--- config.mk ---
export PLATFORM = sky130hd
export DESIGN_NAME = data_mem_controller
export DESIGN_NICKNAME = d
export VERILOG_FILES = /design/src/rtl/data_mem_controller_pkg.sv /design/src/rtl/load_store_align.sv /design/src/rtl/data_mem_controller.sv
export SDC_FILE = /design/constraint.sdc
export NUM_CORES = 1
export LEC_CHECK = 0
export CORE_MARGIN = 1
export CORE_UTILIZATION = 47
export CTS_BUF_LIST = sky130_fd_sc_hd__clkbuf_8
export CTS_CLUSTER_SIZE = 30
export DETAILED_ROUTE_END_ITERATION = 12
export PLACE_DENSITY = 0.83
export SETUP_SLACK_MARGIN = 0.02
export SYNTH_ARGS = -nofsm -noshare
export SYNTH_HDL_FRONTEND = slang
export SYNTH_SLANG_ARGS = --single-unit
--- constraint.sdc ---
create_clock -name CLK -period 3.4 [get_ports CLK]
set_clock_uncertainty 0.2 [all_clocks]
set_input_delay 0.68 -clock CLK [delete_from_list [all_inputs] [get_ports CLK]]
set_output_delay 0.68 -clock CLK [all_outputs]
set_load 0.02 [all_outputs]
--- src/rtl/data_mem_controller_pkg.sv ---
// rtl/data_mem_controller_pkg.sv - shared READ_WRITE op codes and access-size decode
//
// Purpose: holds the EX/MEM READ_WRITE encodings as shared macros and the
// access-size type used by the load/store alignment logic.
// Ports: none (package).

`ifndef UTILS_MACROS_RW_CODES
`define UTILS_MACROS_RW_CODES
`define RW_IDLE 4'b0000
`define RW_LB   4'b1000
`define RW_LH   4'b1001
`define RW_LW   4'b1010
`define RW_LBU  4'b1100
`define RW_LHU  4'b1101
`define RW_SB   4'b0101
`define RW_SH   4'b0110
`define RW_SW   4'b0111
`endif

package data_mem_controller_pkg;

  typedef enum logic [1:0] {
    SZ_BYTE = 2'd0,
    SZ_HALF = 2'd1,
    SZ_WORD = 2'd2
  } access_size_t;

  // Funct3 values of the sign-extending and zero-extending narrow loads.
  localparam logic [2:0] F3_LB  = 3'b000;
  localparam logic [2:0] F3_LH  = 3'b001;
  localparam logic [2:0] F3_LBU = 3'b100;
  localparam logic [2:0] F3_LHU = 3'b101;

endpackage

--- src/rtl/load_store_align.sv ---
// rtl/load_store_align.sv - combinational op decode, store lane steering, load extract/extend
//
// Purpose: decodes READ_WRITE into load/store/size, flags misaligned accesses,
// produces byte enables and replicated store data, and extracts/extends the
// loaded byte or halfword from the returned memory word.
// Ports:
//   read_write    in  4   live op code from EX/MEM
//   offset        in  2   live ADDRESS[1:0]
//   write_data    in  32  live store data
//   load_funct3   in  3   funct3 of the latched load
//   load_offset   in  2   ADDRESS[1:0] of the latched load
//   mem_read_data in  32  word returned by memory
//   is_load       out 1   live op is a valid load
//   is_store      out 1   live op is a valid store
//   misaligned    out 1   live op is a valid but misaligned access
//   byte_en       out 4   byte enables for the live op
//   store_data    out 32  lane-replicated store data
//   load_data     out 32  extended load result from mem_read_data

module load_store_align
  import data_mem_controller_pkg::*;
(
  input  logic [3:0]  read_write,
  input  logic [1:0]  offset,
  input  logic [31:0] write_data,
  input  logic [2:0]  load_funct3,
  input  logic [1:0]  load_offset,
  input  logic [31:0] mem_read_data,
  output logic        is_load,
  output logic        is_store,
  output logic        misaligned,
  output logic [3:0]  byte_en,
  output logic [31:0] store_data,
  output logic [31:0] load_data
);

  access_size_t size;
  logic [7:0]   lane_byte;
  logic [15:0]  lane_half;

  always_comb begin
    is_load  = 1'b0;
    is_store = 1'b0;
    size     = SZ_WORD;
    case (read_write)
      `RW_LB, `RW_LBU: begin is_load  = 1'b1; size = SZ_BYTE; end
      `RW_LH, `RW_LHU: begin is_load  = 1'b1; size = SZ_HALF; end
      `RW_LW:          begin is_load  = 1'b1; size = SZ_WORD; end
      `RW_SB:          begin is_store = 1'b1; size = SZ_BYTE; end
      `RW_SH:          begin is_store = 1'b1; size = SZ_HALF; end
      `RW_SW:          begin is_store = 1'b1; size = SZ_WORD; end
      default:         ;
    endcase

    misaligned = (is_load | is_store) &&
                 (((size == SZ_HALF) && offset[0]) ||
                  ((size == SZ_WORD) && (offset != 2'b00)));

    // Loads always fetch the whole word; the lane is picked on return.
    byte_en    = 4'b1111;
    store_data = write_data;
    if (is_store) begin
      case (size)
        SZ_BYTE: begin
          byte_en    = 4'b0001 << offset;
          store_data = {4{write_data[7:0]}};
        end
        SZ_HALF: begin
          byte_en    = 4'b0011 << {offset[1], 1'b0};
          store_data = {2{write_data[15:0]}};
        end
        default: ;
      endcase
    end
  end

  always_comb begin
    lane_byte = mem_read_data[{load_offset, 3'b000} +: 8];
    lane_half = load_offset[1] ? mem_read_data[31:16] : mem_read_data[15:0];
    case (load_funct3)
      F3_LB:   load_data = {{24{lane_byte[7]}}, lane_byte};
      F3_LH:   load_data = {{16{lane_half[15]}}, lane_half};
      F3_LBU:  load_data = {24'h000000, lane_byte};
      F3_LHU:  load_data = {16'h0000, lane_half};
      default: load_data = mem_read_data;
    endcase
  end

endmodule

--- src/rtl/data_mem_controller.sv ---
// rtl/data_mem_controller.sv - EX/MEM data-memory access sequencer with pipeline stall
//
// Purpose: runs the IDLE/ACCESS/DONE request-busywait handshake with the data
// memory for the op in EX/MEM and stalls the pipeline until it completes.
// Ports:
//   CLK, RESET (async, active-low)
//   READ_WRITE, ADDRESS, WRITE_DATA, HOLD     in   from EX/MEM / hazard logic
//   BUSYWAIT, READ_DATA, MISALIGNED           out  to pipeline / MEM/WB
//   MEM_READ, MEM_WRITE, MEM_ADDRESS,
//   MEM_WRITE_DATA, MEM_BYTE_EN               out  to data memory
//   MEM_READ_DATA, MEM_BUSYWAIT               in   from data memory

module data_mem_controller
  import data_mem_controller_pkg::*;
(
  input  logic        CLK,
  input  logic        RESET,
  input  logic [3:0]  READ_WRITE,
  input  logic [31:0] ADDRESS,
  input  logic [31:0] WRITE_DATA,
  input  logic        HOLD,
  output logic        BUSYWAIT,
  output logic [31:0] READ_DATA,
  output logic        MISALIGNED,
  output logic        MEM_READ,
  output logic        MEM_WRITE,
  output logic [29:0] MEM_ADDRESS,
  output logic [31:0] MEM_WRITE_DATA,
  output logic [3:0]  MEM_BYTE_EN,
  input  logic [31:0] MEM_READ_DATA,
  input  logic        MEM_BUSYWAIT
);

  typedef enum logic [1:0] {
    IDLE   = 2'd0,
    ACCESS = 2'd1,
    DONE   = 2'd2
  } state_t;

  state_t      state, state_next;
  logic        is_load, is_store, misaligned;
  logic [3:0]  byte_en;
  logic [31:0] store_data, load_data;
  logic [2:0]  ld_funct3;
  logic [1:0]  ld_offset;
  logic [31:0] read_data_q;
  logic        op_go, busy, mis_flag;

  load_store_align u_align (
    .read_write    (READ_WRITE),
    .offset        (ADDRESS[1:0]),
    .write_data    (WRITE_DATA),
    .load_funct3   (ld_funct3),
    .load_offset   (ld_offset),
    .mem_read_data (MEM_READ_DATA),
    .is_load       (is_load),
    .is_store      (is_store),
    .misaligned    (misaligned),
    .byte_en       (byte_en),
    .store_data    (store_data),
    .load_data     (load_data)
  );

  assign op_go = (is_load | is_store) & ~misaligned;

  always_comb begin
    state_next = state;
    busy       = 1'b0;
    mis_flag   = 1'b0;
    case (state)
      IDLE: begin
        if (op_go) begin
          busy       = 1'b1;
          state_next = ACCESS;
        end else if (is_load | is_store) begin
          mis_flag = 1'b1;
        end
      end
      ACCESS: begin
        busy = 1'b1;
        if (!MEM_BUSYWAIT) state_next = DONE;
      end
      DONE: begin
        if (!HOLD) state_next = IDLE;
      end
      default: state_next = IDLE;
    endcase
  end

  // The combinational flags are masked so every output reads 0 while in reset.
  assign BUSYWAIT   = busy & RESET;
  assign MISALIGNED = mis_flag & RESET;
  assign READ_DATA  = MISALIGNED ? 32'h0 : read_data_q;

  always_ff @(posedge CLK or negedge RESET) begin
    if (!RESET) begin
      state          <= IDLE;
      MEM_READ       <= 1'b0;
      MEM_WRITE      <= 1'b0;
      MEM_ADDRESS    <= 30'h0;
      MEM_WRITE_DATA <= 32'h0;
      MEM_BYTE_EN    <= 4'h0;
      ld_funct3      <= 3'b000;
      ld_offset      <= 2'b00;
      read_data_q    <= 32'h0;
    end else begin
      state <= state_next;
      case (state)
        IDLE: begin
          if (op_go) begin
            MEM_ADDRESS    <= ADDRESS[31:2];
            MEM_BYTE_EN    <= byte_en;
            MEM_WRITE_DATA <= store_data;
            MEM_READ       <= is_load;
            MEM_WRITE      <= is_store;
            ld_funct3      <= READ_WRITE[2:0];
            ld_offset      <= ADDRESS[1:0];
          end
        end
        ACCESS: begin
          if (!MEM_BUSYWAIT) begin
            MEM_READ  <= 1'b0;
            MEM_WRITE <= 1'b0;
            if (MEM_READ) read_data_q <= load_data;
          end
        end
        default: ;
      endcase
    end
  end

endmodule

==> run_results.csv <==
group,metric,value,unit
route,drcViolationCount,0,
place,gp_congestion,0.9698,
timing,max-slew-margin-rel,24.62,%
synthesis,synth_simple_gate_area_share,16.86,%
timing,fmaxAchievable,306.2,MHz
setup_path,rr_worst_depth,7,
synthesis,synth_cell_type_count,44,
timing,rsz0062_at_grt,"false",
place,io_buffers,205,
route,drtIter0Drc,250,
synthesis,synthAdderAreaFrac,0,%
cts,cts-root-buf,"clkbuf_8",
setup_path,cp-end-kind,"primary output",
cells_and_area,final_area,0.008200,mm²
cells_and_area,fillCellCount,869,
floorplanning,die_area,0.01268,mm²
cts,clkTransAtPathRegs,0.12,ns
cts,tritoncts,"done",
synthesis,yosysMostFrequentCell,"dfrtp_1",
grt,grt_max_degree,87,
route,drt_first_pass_iters,4,
cts,cts_buffer_depth,2,
cells_and_area,drive_above_1_share,20.77,%
hold_path,hold_path_class,"in2async",
synthesis,synthCells,550,
floorplanning,core_region_area,0.01196,mm²
timing,worst_slew_pin_slew,1.131,ns
setup_path,start_kind,"primary input",
setup_path,cp.arrival,2.39,ns
timing,hold_viol,0,
synthesis,yosysTopAreaCellShare,46.56,%
route,ant_nets,0,
grt,grt_antenna_before_repair,2,
synthesis,synth_edf_count,0,
synthesis,yosys.area.top_type,"dfrtp_1",
floorplanning,start_util,48.08,%
route,wl,16.89,mm
cts,cts_buffers,9,
grt,grt_usage,26.98,%
synthesis,synth_common_cells,"dfrtp_1, nand2_1, mux2_2",
route,wire_per_inst,18.75,µm
synthesis,yosysWarnings,0,
setup_path,worst_r2r_endpoint,"MEM_WRITE_DATA[20]$_DFFE_PN0P_",
pwr,peakVddDrop,541.9,µV
synthesis,muxShareOfSynthArea,16.34,%
grt,grt_overflow,0,
timing,slew_viol_final,0,
place,dpl_cell_area,0.007979,mm²
synthesis,synth_compound_area_share,14.64,%
cells_and_area,area_growth,42.60,%
setup_path,path_max_fanout,16,
synthesis,yosysSeqAreaShare,46.56,%
grt,grt_pass1_wl,26.72,mm
synthesis,ys_ff_latch,107,
cts,cts_sinks,107,
pwr,powerDensity,795.8,mW/mm²
setup_path,crit_type,"in2out",
pwr,leakage,3.477,nW
synthesis,synth-xor-area-share,0.1523,%
place,place_ws,-0.3449,ns
floorplanning,chipWidth,112.6,µm
setup_path,worstPathRequired,2.52,ns
grt,grt_pass1_vias,5313,
synthesis,synth_ff_type,"dfrtp_1",
timing,post-route-period-util,96.04,%
timing,setup_viol,0,
setup_path,reg2reg_from,"state[1]$_DFFE_PN0P_",
job,maxCapViolCount,0,
cells_and_area,utilization,68.56,%
place,dpl.hpwl,12.23,mm
synthesis,avgSynthCellArea,10.46,µm²
floorplanning,die_height,112.6,µm
status,status,"completed",
setup_path,r2r_slack,0.77,ns
timing,fin_crit,3.265,ns
cts,worstSkewPairLatency,0.37,ns
synthesis,synthTopCellsByArea,"dfrtp_1, mux2_2, mux2_4, and2_1, nand2_1",
synthesis,synthArstFlopShare,100.0,%
floorplanning,ios,206,
route,vias_per_cell,5.743,
cts,htreeDepth,3,
route,vias,5174,
synthesis,synth_area,0.005751,mm²
synthesis,synth_top_family_by_area,"simple AND/OR/NAND/NOR gates",
cells_and_area,nets,850,
floorplanning,rows,40,
synthesis,postSynthNetCount,654,
timing,fin_ws,0.1347,ns
-- cells by family (layout without fill, tap and decap cells) --
| family | after synthesis | after routing |
|---|---|---|
| AOI/OAI and AO/OA | 117 | 117 |
| xor gates and xnor gates | 1 | 1 |
| buffers and inverters | 71 | 272 |
| DFF | 107 | 107 |
| muxes | 73 | 73 |
| other | 0 | 3 |
| and+or+nand+nor | 181 | 181 |
-- worst max-delay path, stage by stage --
cell and delay (ns):
dlygate4sd2_1 0.38, nor4bb_1 0.34, o21ba_2 0.17, nand4b_1 0.11
buf_4 0.16, clkbuf_16 0.16, and2_1 0.12, clkdlybuf4s15_2 0.25
-- cell type report --
class / instances / area [µm²] / area share (%)
Multi-Input combinational cell: 372 / 2785 / 33.96
Timing Repair Buffer: 234 / 2272 / 27.71
Inverter: 22 / 82.58 / 1.007
Tap cell: 147 / 183.9 / 2.243
Clock inverter: 7 / 67.56 / 0.8239
Sequential cell: 107 / 2678 / 32.65
Clock buffer: 9 / 123.9 / 1.511
Antenna cell: 3 / 7.507 / 0.09155
-- layer usage --
metal	GRT usage [%]	up-vias	share of wire, %
met1	31.94	2513	40
met4	10.93	0	2.6
li1	-	2376	-
met2	45.43	252	49
met3	8.639	33	9.1
met5	0	-	0
-- power by group --
group | internal (W) | switching, W | total [W]
registers | 0.00186 | 0.000449 | 0.00231
logic | 0.00177 | 0.00165 | 0.00343
clock network | 0.000288 | 0.000499 | 0.000787
total | 0.00392 | 0.00260 | 0.00653
-- how the worst max path moves through the flow --
stage	start	cells after the start	to	slack (ns)
CTS	ADDRESS[0]	6	BUSYWAIT	0.02
detailed placement	READ_WRITE[1]	7	READ_DATA[4]	-0.34
finish	READ_WRITE[1]	8	READ_DATA[0]	0.13
global route	READ_WRITE[1]	8	READ_DATA[25]	0.01
global placement	READ_WRITE[1]	7	READ_DATA[31]	-0.29
floorplan	READ_WRITE[1]	8	BUSYWAIT	0.36
-- layout by cell type (no fill, tap or decap), types with 2 or more instances in the layout --
cell	count
dfrtp_1	107
mux2_4	29
buf_4	28
o2111ai_1	16
a21oi_1	23
diode_2	3
mux2_2	41
nor3b_1	10
and2_1	33
inv_8	3
dlygate4sd2_1	5
o21ai_0	20
and3b_1	7
o221ai_1	16
nand2_1	54
clkbuf_2	10
nor4bb_1	2
nand2b_1	2
inv_1	22
mux2i_1	2
clkdlybuf4s15_2	23
nor2_1	19
nor2b_1	3
a211oi_1	17
a211o_1	7
nand3b_1	10
a311oi_1	8
clkdlybuf4s50_1	165
clkinv_4	2
nand3_1	32
clkbuf_8	9
-- flip-flops by register name, indices dropped and copies added, names as in the netlist --
register	cells
MEM_ADDRESS	30
MEM_BYTE_EN	4
MEM_READ	1
MEM_WRITE	1
MEM_WRITE_DATA	32
ld_funct3	3
ld_offset	2
read_data_q	32
state	2
-- what timing repair did --
item                       4_1_cts  5_1_grt
hold buffers                     0        0
gates cloned                     0        1
hold endpoints to repair         0        0
setup endpoints to repair       34       32
buffers inserted                 0        1
pin swaps                        0        1
gates resized for setup         86       21
-- metrics by stage --
step | cells | total power [W] | hold WS [ns] | TNS (ns)
5_1_grt | 900 | 0.006893 | 0.08164 | 0
6_report | 901 | 0.006526 | 0.08609 | 0
3_3_place_gp | 880 | 0.005739 | 0.2569 | -13.88
4_1_cts | 896 | 0.006558 | 0.09190 | 0
2_1_floorplan | 550 | 0.004217 | 0.1844 | 0
3_5_place_dp | 880 | 0.005842 | 0.2642 | -18.33
Power figures use the tool's default switching activity.
